[src/rtl/score_keeper.sv]
// Match rules core: goal counting, win detection and timed serve sequencing.
// Optional SCORE_WIN_BY_TWO_EN: winner must also lead by two (reaching 31 always wins).
module score_keeper #(
  parameter int WIN_SCORE   = 11,
  parameter int SERVE_DELAY = 50000000,
  parameter int CNT_W       = 26
) (
  input  logic       CLK,
  input  logic       RST,
  input  logic       GOAL1,
  input  logic       GOAL2,
  input  logic       NEW_GAME,
  output logic [4:0] Score1,
  output logic [4:0] Score2,
  output logic       WIN1,
  output logic       WIN2,
  output logic       SERVE_EN,
  output logic       SERVE_DIR,
  output logic       IN_PLAY
);

  typedef enum logic [1:0] {S_IDLE, S_SERVE_WAIT, S_PLAY, S_GAME_OVER} state_t;

  localparam logic [CNT_W-1:0] CNT_LAST = CNT_W'(SERVE_DELAY - 1);
  localparam logic [5:0]       WIN_S    = 6'(WIN_SCORE);

  state_t           state_q, state_d;
  logic [CNT_W-1:0] cnt_q, cnt_d;
  logic [4:0]       s1_q, s1_d, s2_q, s2_d;
  logic             w1_q, w1_d, w2_q, w2_d;
  logic             en_q, en_d, dir_q, dir_d, play_q, play_d;
  logic             ng_prev_q;

  logic             rise;
  logic [4:0]       s1_inc, s2_inc;
  logic             win1, win2;

  assign rise   = NEW_GAME & ~ng_prev_q;
  assign s1_inc = (s1_q == 5'd31) ? 5'd31 : s1_q + 5'd1;
  assign s2_inc = (s2_q == 5'd31) ? 5'd31 : s2_q + 5'd1;

`ifdef SCORE_WIN_BY_TWO_EN
  // Reaching 31 ends the match regardless of margin so the score bus cannot overflow.
  assign win1 = (s1_inc == 5'd31) ||
                (({1'b0, s1_inc} >= WIN_S) && ({1'b0, s1_inc} >= {1'b0, s2_q} + 6'd2));
  assign win2 = (s2_inc == 5'd31) ||
                (({1'b0, s2_inc} >= WIN_S) && ({1'b0, s2_inc} >= {1'b0, s1_q} + 6'd2));
`else
  assign win1 = ({1'b0, s1_inc} >= WIN_S);
  assign win2 = ({1'b0, s2_inc} >= WIN_S);
`endif

  always_comb begin
    state_d = state_q;
    cnt_d   = cnt_q;
    s1_d    = s1_q;
    s2_d    = s2_q;
    w1_d    = w1_q;
    w2_d    = w2_q;
    en_d    = 1'b0;
    dir_d   = dir_q;
    case (state_q)
      S_IDLE: begin
        s1_d = '0;
        s2_d = '0;
        w1_d = 1'b0;
        w2_d = 1'b0;
        if (rise) begin
          state_d = S_SERVE_WAIT;
          cnt_d   = '0;
          dir_d   = 1'b0;
        end
      end
      S_SERVE_WAIT: begin
        if (cnt_q == CNT_LAST) begin
          en_d    = 1'b1;
          cnt_d   = '0;
          state_d = S_PLAY;
        end else begin
          cnt_d = cnt_q + CNT_W'(1);
        end
      end
      S_PLAY: begin
        // Simultaneous goals are treated as a physics glitch and dropped.
        if (GOAL1 && !GOAL2) begin
          s1_d  = s1_inc;
          dir_d = 1'b1;
          if (win1) begin
            w1_d    = 1'b1;
            state_d = S_GAME_OVER;
          end else begin
            state_d = S_SERVE_WAIT;
            cnt_d   = '0;
          end
        end else if (GOAL2 && !GOAL1) begin
          s2_d  = s2_inc;
          dir_d = 1'b0;
          if (win2) begin
            w2_d    = 1'b1;
            state_d = S_GAME_OVER;
          end else begin
            state_d = S_SERVE_WAIT;
            cnt_d   = '0;
          end
        end
      end
      S_GAME_OVER: begin
        if (rise) begin
          s1_d    = '0;
          s2_d    = '0;
          w1_d    = 1'b0;
          w2_d    = 1'b0;
          dir_d   = 1'b0;
          cnt_d   = '0;
          state_d = S_SERVE_WAIT;
        end
      end
      default: state_d = S_IDLE;
    endcase
    play_d = (state_d == S_PLAY);
  end

  always_ff @(posedge CLK) begin
    if (RST) begin
      state_q   <= S_IDLE;
      cnt_q     <= '0;
      s1_q      <= '0;
      s2_q      <= '0;
      w1_q      <= 1'b0;
      w2_q      <= 1'b0;
      en_q      <= 1'b0;
      dir_q     <= 1'b0;
      play_q    <= 1'b0;
      ng_prev_q <= 1'b1;
    end else begin
      state_q   <= state_d;
      cnt_q     <= cnt_d;
      s1_q      <= s1_d;
      s2_q      <= s2_d;
      w1_q      <= w1_d;
      w2_q      <= w2_d;
      en_q      <= en_d;
      dir_q     <= dir_d;
      play_q    <= play_d;
      ng_prev_q <= NEW_GAME;
    end
  end

  assign Score1    = s1_q;
  assign Score2    = s2_q;
  assign WIN1      = w1_q;
  assign WIN2      = w2_q;
  assign SERVE_EN  = en_q;
  assign SERVE_DIR = dir_q;
  assign IN_PLAY   = play_q;

endmodule

[config.mk]
export PLATFORM = sky130hd
export DESIGN_NAME = score_keeper
export DESIGN_NICKNAME = d
export VERILOG_FILES = /design/src/rtl/score_keeper.sv
export SDC_FILE = /design/constraint.sdc
export NUM_CORES = 1
export LEC_CHECK = 0
export ABC_CLOCK_PERIOD_IN_PS = 3100
export CAP_MARGIN = 20
export CORE_ASPECT_RATIO = 0.8
export CORE_MARGIN = 2
export CORE_UTILIZATION = 50
export CTS_CLUSTER_SIZE = 10
export DETAILED_ROUTE_END_ITERATION = 8
export PLACE_DENSITY = 0.75
export SETUP_SLACK_MARGIN = 0.15
export SYNTH_ARGS = -nofsm -noshare
export SYNTH_HDL_FRONTEND = slang
export SYNTH_SLANG_ARGS = --single-unit
[constraint.sdc]
create_clock -name CLK -period 3.1 [get_ports CLK]
set_input_delay 0.62 -clock CLK [delete_from_list [all_inputs] [get_ports CLK]]
set_output_delay 0.62 -clock CLK [all_outputs]
set_load 0.02 [all_outputs]
Yosys cells after proc, flatten, opt, wreduce, memory -nomap -nowiden
Index checks and enable logic that the tools add are counted.
W data, S select, Z words.
{"block": "op_classes", "addsub": 3, "n_mul": 0, "div_mod_pow": 0, "n_lt_le_gt_ge": 2, "n_eq_ne": 17, "n_shift": 0, "mux": 34, "n_bitwise": 3, "reduce_logical": 15}
{"op": "$mux W26", "count": 6}
{"op": "$pmux W26 S3", "count": 1}
{"op": "$mux W5", "count": 6}
{"op": "$pmux W5 S3", "count": 2}
{"op": "$add A26 B1 Y26 const B", "count": 1}
{"op": "$eq A26 B26 Y1 const B", "count": 1}
{"op": "$mux W2", "count": 6}
{"op": "$ne A2 B2 Y1 const B", "count": 6}
{"op": "$reduce_and A4 Y1", "count": 3}
{"op": "$add A5 B1 Y5 const B", "count": 2}
{"op": "$eq A5 B5 Y1 const B", "count": 2}
{"op": "$ge A5 B4 Y1 const B", "count": 2}
{"op": "$mux W1", "count": 9}
{"op": "$ne A3 B3 Y1 const B", "count": 3}
{"op": "$eq A2 B2 Y1 const B", "count": 3}
{"op": "$pmux W1 S3", "count": 2}
{"op": "$pmux W2 S3", "count": 1}
{"op": "$reduce_and A3 Y1", "count": 2}
{"op": "$reduce_and A5 Y1", "count": 1}
{"op": "$reduce_or A2 Y1", "count": 2}
{"op": "$reduce_bool A3 Y1", "count": 1}
{"op": "$eq A2 B1 Y1 const B", "count": 1}
{"op": "$logic_and A1 B1 Y1", "count": 2}
{"op": "$logic_not A1 Y1", "count": 2}
{"op": "6 further kinds", "count": 7}
{"block": "word_totals", "regBits": 44, "latch_bits": 0, "mem_bits_rw": 0, "rom_bits": 0, "in_bits": 5, "elab_cells": 84, "memories": 0}

Depth between registers and ports, before layout
Gate-level depths: netlist of run 1.
{"block": "logic_depth", "word_depth": 8, "mapped_depth": 10, "depth_no_buf": 8}

Least setup slack after synthesis of run 1
Ideal clock, no wire load.
{"block": "synth_path", "kind": "reg-to-reg", "from": "register s2_q[0], in the netlist Score2[0]", "to": "register cnt_q[22]", "setup_ps": 70, "arrival_time_ps": 2331, "required_ps": 3030, "setup_slack_ps": 698, "path_stages_with_launch": 9, "path_buffers": 1, "path_cell_list": "dfxtp_1 > ha_1 > nand3b_1 > xnor2_1 > a2111oi_4 > o31ai_4 > buf_6 > or4_1 > a21oi_1"}
{"block": "synth_between", "elab_chain_len": 5, "word_cells_on_any_way": 6, "classes_between": "1 x add/sub; 1 x order compare; 2 x eq/ne; 1 x mux; 1 x reduce/logical"}
{"item": "start, declared", "line": "29", "source": "logic [4:0] s1_q, s1_d, s2_q, s2_d;"}
{"item": "start signal, assigned", "line": "128", "source": "s2_q <= '0;"}
{"item": "start signal, assigned", "line": "139", "source": "s2_q <= s2_d;"}
{"item": "$add A5 B1 Y5 / $eq A5 B5 Y1 (equally long branches)", "line": "40", "source": "assign s2_inc = (s2_q == 5'd31) ? 5'd31 : s2_q + 5'd1;"}
{"item": "$mux W5 (*)", "line": "40"}
{"item": "$ge A5 B4 Y1 (*)", "line": "50", "source": "assign win2 = ({1'b0, s2_inc} >= WIN_S);"}
{"item": "$ne A3 B3 Y1 (no source line) (*)"}
{"item": "$reduce_and A4 Y1 (no source line) (*)"}
{"item": "end signal, assigned", "line": "137", "source": "cnt_q <= cnt_d;"}
{"item": "end, declared", "line": "28", "source": "logic [CNT_W-1:0] cnt_q, cnt_d;"}
Mark *: on every way between the ends. The rest lies on a longest branch, timed or not.
A chain may end at the register's enable or synchronous reset.

Final worst setup path of run 1
{"block": "layout_path", "from": "register s2_q[0], in the netlist Score2[0]", "to": "register cnt_q[20]"}
Same word-level chain as after synthesis.

==> results of run 1 <==
==> registers in the layout (all words and copies together), names as in the netlist <==
register and count:
state_q 2, Score1 5, WIN1 1, cnt_q 26, WIN2 1, IN_PLAY 1
Score2 5, ng_prev_q 1, SERVE_EN 1, SERVE_DIR 1
==> layout by cell type, fill, tap and decap left out, types with 2 or more instances in the layout <==
cell	n
a21oi_1	47
dfxtp_1	44
nand2_1	30
o21ai_0	25
clkdlybuf4s50_1	19
nor2_1	16
nand3_1	13
inv_1	11
or4_1	11
nand4_1	10
nor3_1	10
a31oi_1	9
ha_1	9
buf_4	9
and3_1	8
nand2b_1	6
nand4b_1	6
clkbuf_8	6
a41oi_1	5
and4_1	4
and2_1	4
o31ai_1	3
a211oi_1	3
nor4bb_1	2
nand3b_1	2
xnor2_1	2
a21boi_1	2
o21ai_1	2
nor3b_1	2
a32o_1	2
a22oi_1	2
a211o_1	2
clkinv_2	2
==> worst register-to-register path: stages, from the launching register on <==
cell,delay [ns]
dfxtp_1,0.38
ha_1,0.31
nand3b_1,0.21
xnor2_1,0.19
a2111oi_4,0.46
o31ai_4,0.10
buf_4,0.24
or4_1,0.50
a21oi_1,0.15
==> per-layer routing <==
layer / wire [um] / track usage / vias to the layer above
li1: - / - / 1290
met1: 3150 / 0.326 / 1230
met2: 2610 / 0.313 / 81
met3: 456 / 0.0571 / 6
met4: 63 / 0.0476 / 0
met5: 0 / 0 / -
==> stage by stage <==
stage | instance area (um2) | hold slack, ns
after CTS | 2990 | 0.478
after floorplan | 2680 | 0.444
final | 2990 | 0.483
after global placement | 2890 | 0.458
after global routing | 2990 | 0.508
after detailed placement | 2890 | 0.466
==> logic make-up (layout without fill, tap and decap cells) <==
logic type / Yosys count / count (layout) / share of synthesized area
simple gates: 133 / 133 / 0.283
compound gates: 113 / 113 / 0.271
flops: 44 / 44 / 0.329
buf+inv: 37 / 47 / 0.0645
fa+ha+maj: 9 / 9 / 0.0420
xor+xnor: 2 / 2 / 0.00654
mux: 1 / 1 / 0.00420
==> area by class of cell <==
cell class                 instances  area (um2)  area share
sequential                        44         881       0.295
clock inverter                     2        10.0     0.00335
inverter                          11        41.3      0.0138
clock buffer                       6        82.6      0.0276
timing repair buffer              28         258      0.0863
multi-input combinational        258        1640       0.548
tap                               62        77.6      0.0260
==> worst max-delay path by stage <==
| stage | cells past startpoint | from | to | slack [ns] |
|---|---|---|---|---|
| 2_1_floorplan | 8 | Score2[0]$_SDFFE_PP0P_ | cnt_q[22]$_SDFFE_PP0P_ | 0.70 |
| 3_3_place_gp | 8 | GOAL1 | cnt_q[21]$_SDFFE_PP0P_ | 0.32 |
| 3_5_place_dp | 8 | GOAL1 | cnt_q[25]$_SDFFE_PP0P_ | 0.27 |
| 4_1_cts | 8 | Score2[0]$_SDFFE_PP0P_ | cnt_q[20]$_SDFFE_PP0P_ | 0.50 |
| 5_1_grt | 8 | Score2[0]$_SDFFE_PP0P_ | cnt_q[9]$_SDFFE_PP0P_ | 0.33 |
| 6_report | 8 | Score2[0]$_SDFFE_PP0P_ | cnt_q[20]$_SDFFE_PP0P_ | 0.50 |
==> power by group through the flow <==
stage,logic (W),registers [W],clock network (W)
CTS,0.000242,0.000580,0.000380
finish,0.000245,0.000580,0.000373
detailed placement,0.000241,0.000594,0
floorplan,0.000176,0.000595,0
global route,0.000272,0.000583,0.000407
global placement,0.000238,0.000594,0
==> impl_metrics.ini, run 1 <==
[worst_hold_path]
hold_path_end = cnt_q[1]$_SDFFE_PP0P_
holdCritStartpoint = cnt_q[1]$_SDFFE_PP0P_
hold_path_class = reg -> reg
whs_path_depth = 2

[synthesis]
async_reset_ff_frac = 0
synth_edf_count = 0
synthesis.area_mm2 = 0.00268
synth_most_common_cell = a21oi_1
yosys_register_bits = 44
synth_commonest_cells = a21oi_1, dfxtp_1, nand2_1
synth_cell_types = 55
synth_top_area_cell = dfxtp_1
yosys_warnings = 0
seq_area_frac_synth = 0.329
synthTopCellsByArea = dfxtp_1, a21oi_1, o21ai_0
synth_nets = 353
syn_avg_cell_area_um2 = 7.90
synthCells = 339
synth_ff_type = dfxtp_1
synth_top_area_frac = 0.329

[setup_path]
worstSetupPathType = reg -> reg
crit_path_end_kind = register
required_ns = 3.33
rr_worst_depth = 8
arrival_ns = 2.82
reg2reg_from = Score2[0]$_SDFFE_PP0P_
setup.reg_to_reg.worst_slack_ns = 0.50
crit_fanout = 35
timing.rr.end = cnt_q[20]$_SDFFE_PP0P_
slowest_stage = or4_1
critPathTopFamily = compound AO/OA/AOI/OAI gates
crit_path_max_incr_delay_ns = 0.49
critPathLaunchType = register
cp_num_buf_inv = 1
path_cells = ha_1, nand3b_1, xnor2_1, a2111oi_4, o31ai_4, buf_4, or4_1, a21oi_1

[power_and_ir_drop]
p_total_w = 0.00120
p_comb_frac = 0.204
switching_power_w = 0.000366
clockPowerShare = 0.311
p_sw_frac = 0.306
p_int_w = 0.000832
p_leak_nw = 0.981
p_per_area_mw_per_mm2 = 401
ir_worst_vdd_v = 0.000252
seqPwrFrac = 0.484

[routing]
vias = 2607
vias_per_cell = 6.34
drtPass1Iterations = 7
post_drt_wl_per_cell_um = 15.3
postRouteAntennaNets = 0
drt-total-wl_um = 6280
initialDrtViolationCount = 163
drc = 1

[floorplanning]
die_h_um = 69.5
die_w_um = 85.8
rows = 23
initial_core_util = 0.526
io-pin-count = 20
coreArea_mm2 = 0.00509
design.die.area_mm2 = 0.00596

[clock_tree]
ctsResizeCount = 0
clockRootBuffer = clkbuf_8
clock_latency_ns = 0.30
htreeDepth = 2
post_cts_buffers = 0
clockBufferDepth = 2
hold_buffers = 0
cts_sinks = 44
cts_tree = built
clk_transition_reported_paths_ns = 0.08
cts_buffers = 5

[sta]
finalSetupTns_ns = 0
maxSlewViolCount = 0
relSlewSlack = 0.535
clock.fmax_mhz = 385
fin_crit_ns = 2.60
finalCritPeriodShare = 0.837
finalClockSkew_ns = 0.00860
rsz0062_at_grt = no
timing.final.ws_setup_ns = 0.505
setup_viol = 0
worst_slew_pin_slew_ns = 0.692
finalHoldViolations = 0

[place]
pre_cts_ws_ns = 0.269
numPortBuffers = 19
dp_hpwl_um = 4450
post-place-cells = 403
place.gp.congestion = 0.822

[cells_and_area]
final_util = 0.586
diodes = 0
fin_nets = 362
fillCellCount = 477
area_growth_pct = 11.5
fin_cells = 411
drive_above_1_share = 0.0802

[job]
drv_cap = 0

[run_status]
status = finished, violations left
violations = DRC

[global_route]
grt_overflow = 0
grt_max_degree = 36
grt_pass1_wl_um = 10800
grt_usage = 0.218
grt_pass1_vias = 2343
antenna_found_initial = 0
Note: power is estimated with default switching activity, not from simulation.
==> inputs of run 2 (changes only) <==
--- a/config.mk
+++ b/config.mk
@@ -5,7 +5,7 @@
 export SDC_FILE = /design/constraint.sdc
 export NUM_CORES = 1
 export LEC_CHECK = 0
-export ABC_CLOCK_PERIOD_IN_PS = 3100
+export ABC_CLOCK_PERIOD_IN_PS = 2500
 export CAP_MARGIN = 20
 export CORE_ASPECT_RATIO = 0.8
 export CORE_MARGIN = 2
==> constraint.sdc (replaced) <==
create_clock -name CLK -period 2.5 [get_ports CLK]
set_input_delay 0.5 -clock CLK [delete_from_list [all_inputs] [get_ports CLK]]
set_output_delay 0.5 -clock CLK [all_outputs]
set_load 0.02 [all_outputs]
==> impl_metrics.ini, run 2 (synthesis gave the netlist of run 1 again) <==
[cells_and_area]
largest_reg_flops = 26
final_common_cell = dfxtp_1
fin_nets = 395
area.sequential_um2 = 885
multi_input_area_mm2 = 0.00178
finish.instance_area_mm2 = 0.00345
area_growth_pct = 28.7
top_register = cnt_q
diodes = 0
fillCellCount = 415
drive_above_1_share = 0.230
layout_common_cells = dfxtp_1, a21oi_1, buf_4
fin_cells = 444

[floorplanning]
coreArea_mm2 = 0.00509
io-pin-count = 20
initial_core_util = 0.526
rows = 23
die_w_um = 85.8
design.die.area_mm2 = 0.00596
die_h_um = 69.5

[routing]
drt-total-wl_um = 7200
vias = 2778
wl_met3_um = 378
vias_per_cell = 6.26
drtPass1Iterations = 7
post_drt_wl_per_cell_um = 16.2
highest_layer = met4
postRouteAntennaNets = 0
drc = 1
wl_met1_um = 3550
initialDrtViolationCount = 182
dr_wl_met2_um = 3130

[global_route]
antenna_found_initial = 0
grt_usage = 0.247
grt_max_degree = 32
grt_pass1_wl_um = 11800
grt_overflow = 0
grt_pass1_vias = 2480

[sta]
finalClockSkew_ns = 0.00564
finalCritPeriodShare = 0.923
fin_crit_ns = 2.31
worst_slew_pin_slew_ns = 0.391
finalHoldViolations = 0
rsz0062_at_grt = yes
maxSlewViolCount = 0
relSlewSlack = 0.737
clock.fmax_mhz = 433
setup_viol = 0

[clock_tree]
htreeDepth = 2
cts_sinks = 44
clockBufferDepth = 2
cts_buffers = 5
clk_transition_reported_paths_ns = 0.08
clockRootBuffer = clkbuf_8
clock_latency_ns = 0.31
cts_tree = built
hold_buffers = 0

[setup_path]
crit_path_max_incr_delay_ns = 0.48
worstSetupPathType = in -> reg
critPathLaunchType = primary input
required_ns = 2.75
crit_fanout = 10
slowest_stage = clkdlybuf4s50_1
arrival_ns = 2.55
crit_path_end_kind = register
path_cells = clkdlybuf4s50_1, inv_1, ha_2, buf_6, a2111oi_4, buf_4, o31ai_4, buf_6, or4_4, a21oi_2
path_common_cell = buf_6

[power_and_ir_drop]
p_per_area_mw_per_mm2 = 486
p_leak_nw = 1.19
p_total_w = 0.00167
ir_worst_vdd_v = 0.000373

[run_status]
status = finished, violations left
violations = DRC

[place]
place.gp.congestion = 0.853
post-place-cells = 427
numPortBuffers = 19
dp_hpwl_um = 4740
dpl_cell_area_mm2 = 0.00312

[worst_hold_path]
hold_path_class = reg -> reg

[job]
drv_cap = 0
==> run 2: cell types whose count changed in the layout (fill, tap and decap cells not counted), moves of 5 or more <==
| cell | previous run | this run |
|---|---|---|
| a21oi_1 | 47 | 39 |
| buf_4 | 9 | 33 |
| a21oi_2 | 0 | 8 |
| buf_12 | 0 | 5 |
| or4_4 | 0 | 8 |
| or4_1 | 11 | 3 |
==> run 2: area by class of cell <==
type,count,area share
sequential,44,0.257
clock inverter,1,0.00218
multi-input combinational,259,0.516
tap,62,0.0225
timing repair buffer,60,0.166
clock buffer,7,0.0250
inverter,11,0.0120
==> run 2: layer usage <==
| layer | track usage | vias up |
|---|---|---|
| met5 | 0 | - |
| met4 | 0.0847 | 0 |
| met3 | 0.0440 | 14 |
| met2 | 0.371 | 81 |
| met1 | 0.356 | 1323 |
| li1 | - | 1360 |
==> run 2: final timing paths <==
path | from | slack, ns | depth (start not counted) | end
max | GOAL2 | 0.19 | 10 | cnt_q[21]$_SDFFE_PP0P_
min | cnt_q[1]$_SDFFE_PP0P_ | 0.47 | 2 | cnt_q[1]$_SDFFE_PP0P_
max reg2reg | Score2[1]$_SDFFE_PP0P_ | 0.20 | 9 | cnt_q[21]$_SDFFE_PP0P_
min reg2reg | cnt_q[1]$_SDFFE_PP0P_ | 0.47 | 2 | cnt_q[1]$_SDFFE_PP0P_
==> run 2: repair_timing <==
item / 4_1_cts / 5_1_grt
endpoints found under the setup margin: 25 / 27
buffers inserted: 3 / 5
resized for setup: 2 / 37
cloned: 1 / 0
pin swaps: 2 / 21
==> run 2: critical path: cells and delay by family <==
family | cells | cell delay [ns]
and+or+nand+nor | 1 | 0.47
buffers and inverters | 5 | 1.02
adders and majority gates | 1 | 0.17
AOI/OAI and AO/OA | 3 | 0.40
==> run 2: stage by stage <==
stage | TNS, ns | utilization | hold WS [ns] | setup slack [ns]
2_1_floorplan | 0 | - | 0.444 | 0.153
3_3_place_gp | -5.44 | 0.612 | 0.461 | -0.312
3_5_place_dp | -7.07 | 0.612 | 0.466 | -0.399
4_1_cts | 0 | 0.642 | 0.477 | 0.159
5_1_grt | 0 | 0.677 | 0.516 | 0.108
6_report | 0 | 0.677 | 0.472 | 0.192
==> run 2: report_power, final <==
part | internal (W) | switching [W] | leakage (nW)
logic | 0.000210 | 0.000257 | 0.788
registers | 0.000709 | 0.00000657 | 0.356
clock network | 0.000225 | 0.000266 | 0.0445
==> inputs of run 3 (changes only) <==
--- a/config.mk
+++ b/config.mk
@@ -12,7 +12,8 @@
 export CORE_UTILIZATION = 50
 export CTS_CLUSTER_SIZE = 10
 export DETAILED_ROUTE_END_ITERATION = 8
-export PLACE_DENSITY = 0.75
+export HOLD_SLACK_MARGIN = 0.12
+export PLACE_DENSITY_LB_ADDON = 0.05
 export SETUP_SLACK_MARGIN = 0.15
 export SYNTH_ARGS = -nofsm -noshare
 export SYNTH_HDL_FRONTEND = slang
==> impl_metrics.ini, run 3 (synthesis gave the netlist of run 1 again) <==
[run_status]
status = finished, violations left
violations = DRC

[routing]
postRouteAntennaNets = 0
drt-total-wl_um = 7340
vias = 2708
drtPass1Iterations = 6
initialDrtViolationCount = 156
drc = 2
vias_per_cell = 6.03
post_drt_wl_per_cell_um = 16.3

[global_route]
grt_overflow = 0
grt_pass1_wl_um = 11600
grt_max_degree = 27
antenna_found_initial = 0
grt_usage = 0.238
grt_pass1_vias = 2380

[floorplanning]
rows = 23
coreArea_mm2 = 0.00509
die_h_um = 69.5
io-pin-count = 20
design.die.area_mm2 = 0.00596
initial_core_util = 0.526
die_w_um = 85.8

[place]
numPortBuffers = 19
place.gp.congestion = 0.891
post-place-cells = 432
dp_hpwl_um = 4870
dpl_cell_area_mm2 = 0.00315

[power_and_ir_drop]
ir_worst_vdd_v = 0.000325
p_per_area_mw_per_mm2 = 486
p_leak_nw = 1.22

[setup_path]
path_cells = ha_4, nand3b_1, xnor2_2, a2111oi_4, o31ai_4, buf_12, or4_4, a21oi_2
required_ns = 2.74
arrival_ns = 2.60
cp_num_buf_inv = 1
worstSetupPathType = reg -> reg
crit_path_end_kind = register
crit_path_max_incr_delay_ns = 0.45
critPathLaunchType = register
slowest_stage = a2111oi_4
crit_fanout = 7
critPathTopFamily = compound AO/OA/AOI/OAI gates

[sta]
hold_slack_ns = 0.474
relSlewSlack = 0.637
finalSetupTns_ns = 0
setup_viol = 0
finalCritPeriodShare = 0.945
maxSlewViolCount = 0
worst_slew_pin_slew_ns = 0.545
fin_crit_ns = 2.36
finalClockSkew_ns = 0.00398
finalHoldViolations = 0
clock.fmax_mhz = 423
rsz0062_at_grt = yes

[clock_tree]
clockRootBuffer = clkbuf_8
hold_buffers = 0
cts_buffers = 5
clockBufferDepth = 2
clk_transition_reported_paths_ns = 0.08
clock_latency_ns = 0.30
htreeDepth = 2
cts_tree = built
cts_sinks = 44

[cells_and_area]
diodes = 0
fin_cells = 449
fin_nets = 401
finish.instance_area_mm2 = 0.00351
drive_above_1_share = 0.240
largest_reg_flops = 26
layout_common_cells = dfxtp_1, a21oi_1, buf_4
area_growth_pct = 31.0
top_register = cnt_q

[worst_hold_path]
hold_path_class = reg -> reg

[job]
drv_cap = 0
==> run 3: power breakdown <==
| part | switching [W] | leakage, nW | total, W | internal [W] |
|---|---|---|---|---|
| Clock | 0.000244 | 0.0503 | 0.000490 | 0.000246 |
| Combinational | 0.000262 | 0.816 | 0.000501 | 0.000239 |
| Sequential | 0.00000505 | 0.357 | 0.000714 | 0.000709 |
==> run 3: metrics by stage <==
step	total power, W	util	worst slack (ns)
finish	0.00171	0.689	0.137
global route	0.00179	0.689	0.0372
CTS	0.00162	0.642	0.161
detailed placement	0.00114	0.619	-0.190
global placement	0.00113	0.619	-0.0836
floorplan	0.000957	-	0.153
==> run 3: area by class of cell <==
| type | count | area (um2) |
|---|---|---|
| fill | 418 | 1590 |
| timing repair buffer | 67 | 628 |
| tap | 62 | 77.6 |
| sequential | 44 | 886 |
| clock buffer | 7 | 96.3 |
| inverter | 11 | 41.3 |
| multi-input combinational | 258 | 1780 |
==> run 3: repair_timing <==
action	CTS	global route
gates resized for setup	2	31
endpoints found under the setup margin	9	25
gates cloned	0	2
buffers inserted	1	7
pin swaps	2	33
hold endpoints to repair	0	0
==> run 3: tightest hold or removal path, stage by stage (launching register included) <==
cell and delay, ns:
dfxtp_1 0.33, nand2_1 0.05, a21oi_1 0.05
==> run 3: worst paths after layout <==
| check | end | from | cells past startpoint | slack (ns) |
|---|---|---|---|---|
| min | cnt_q[1]$_SDFFE_PP0P_ | cnt_q[1]$_SDFFE_PP0P_ | 2 | 0.47 |
| max reg2reg | cnt_q[21]$_SDFFE_PP0P_ | Score2[1]$_SDFFE_PP0P_ | 8 | 0.14 |
| max | cnt_q[21]$_SDFFE_PP0P_ | Score2[1]$_SDFFE_PP0P_ | 8 | 0.14 |
| min reg2reg | cnt_q[1]$_SDFFE_PP0P_ | cnt_q[1]$_SDFFE_PP0P_ | 2 | 0.47 |
==> run 3: metal layers <==
metal,track usage,vias to the layer above,wire (um)
met5,0,-,0
met4,0.0529,0,53
met3,0.0429,5,317
met2,0.350,76,3310
met1,0.359,1260,3660
li1,-,1367,-
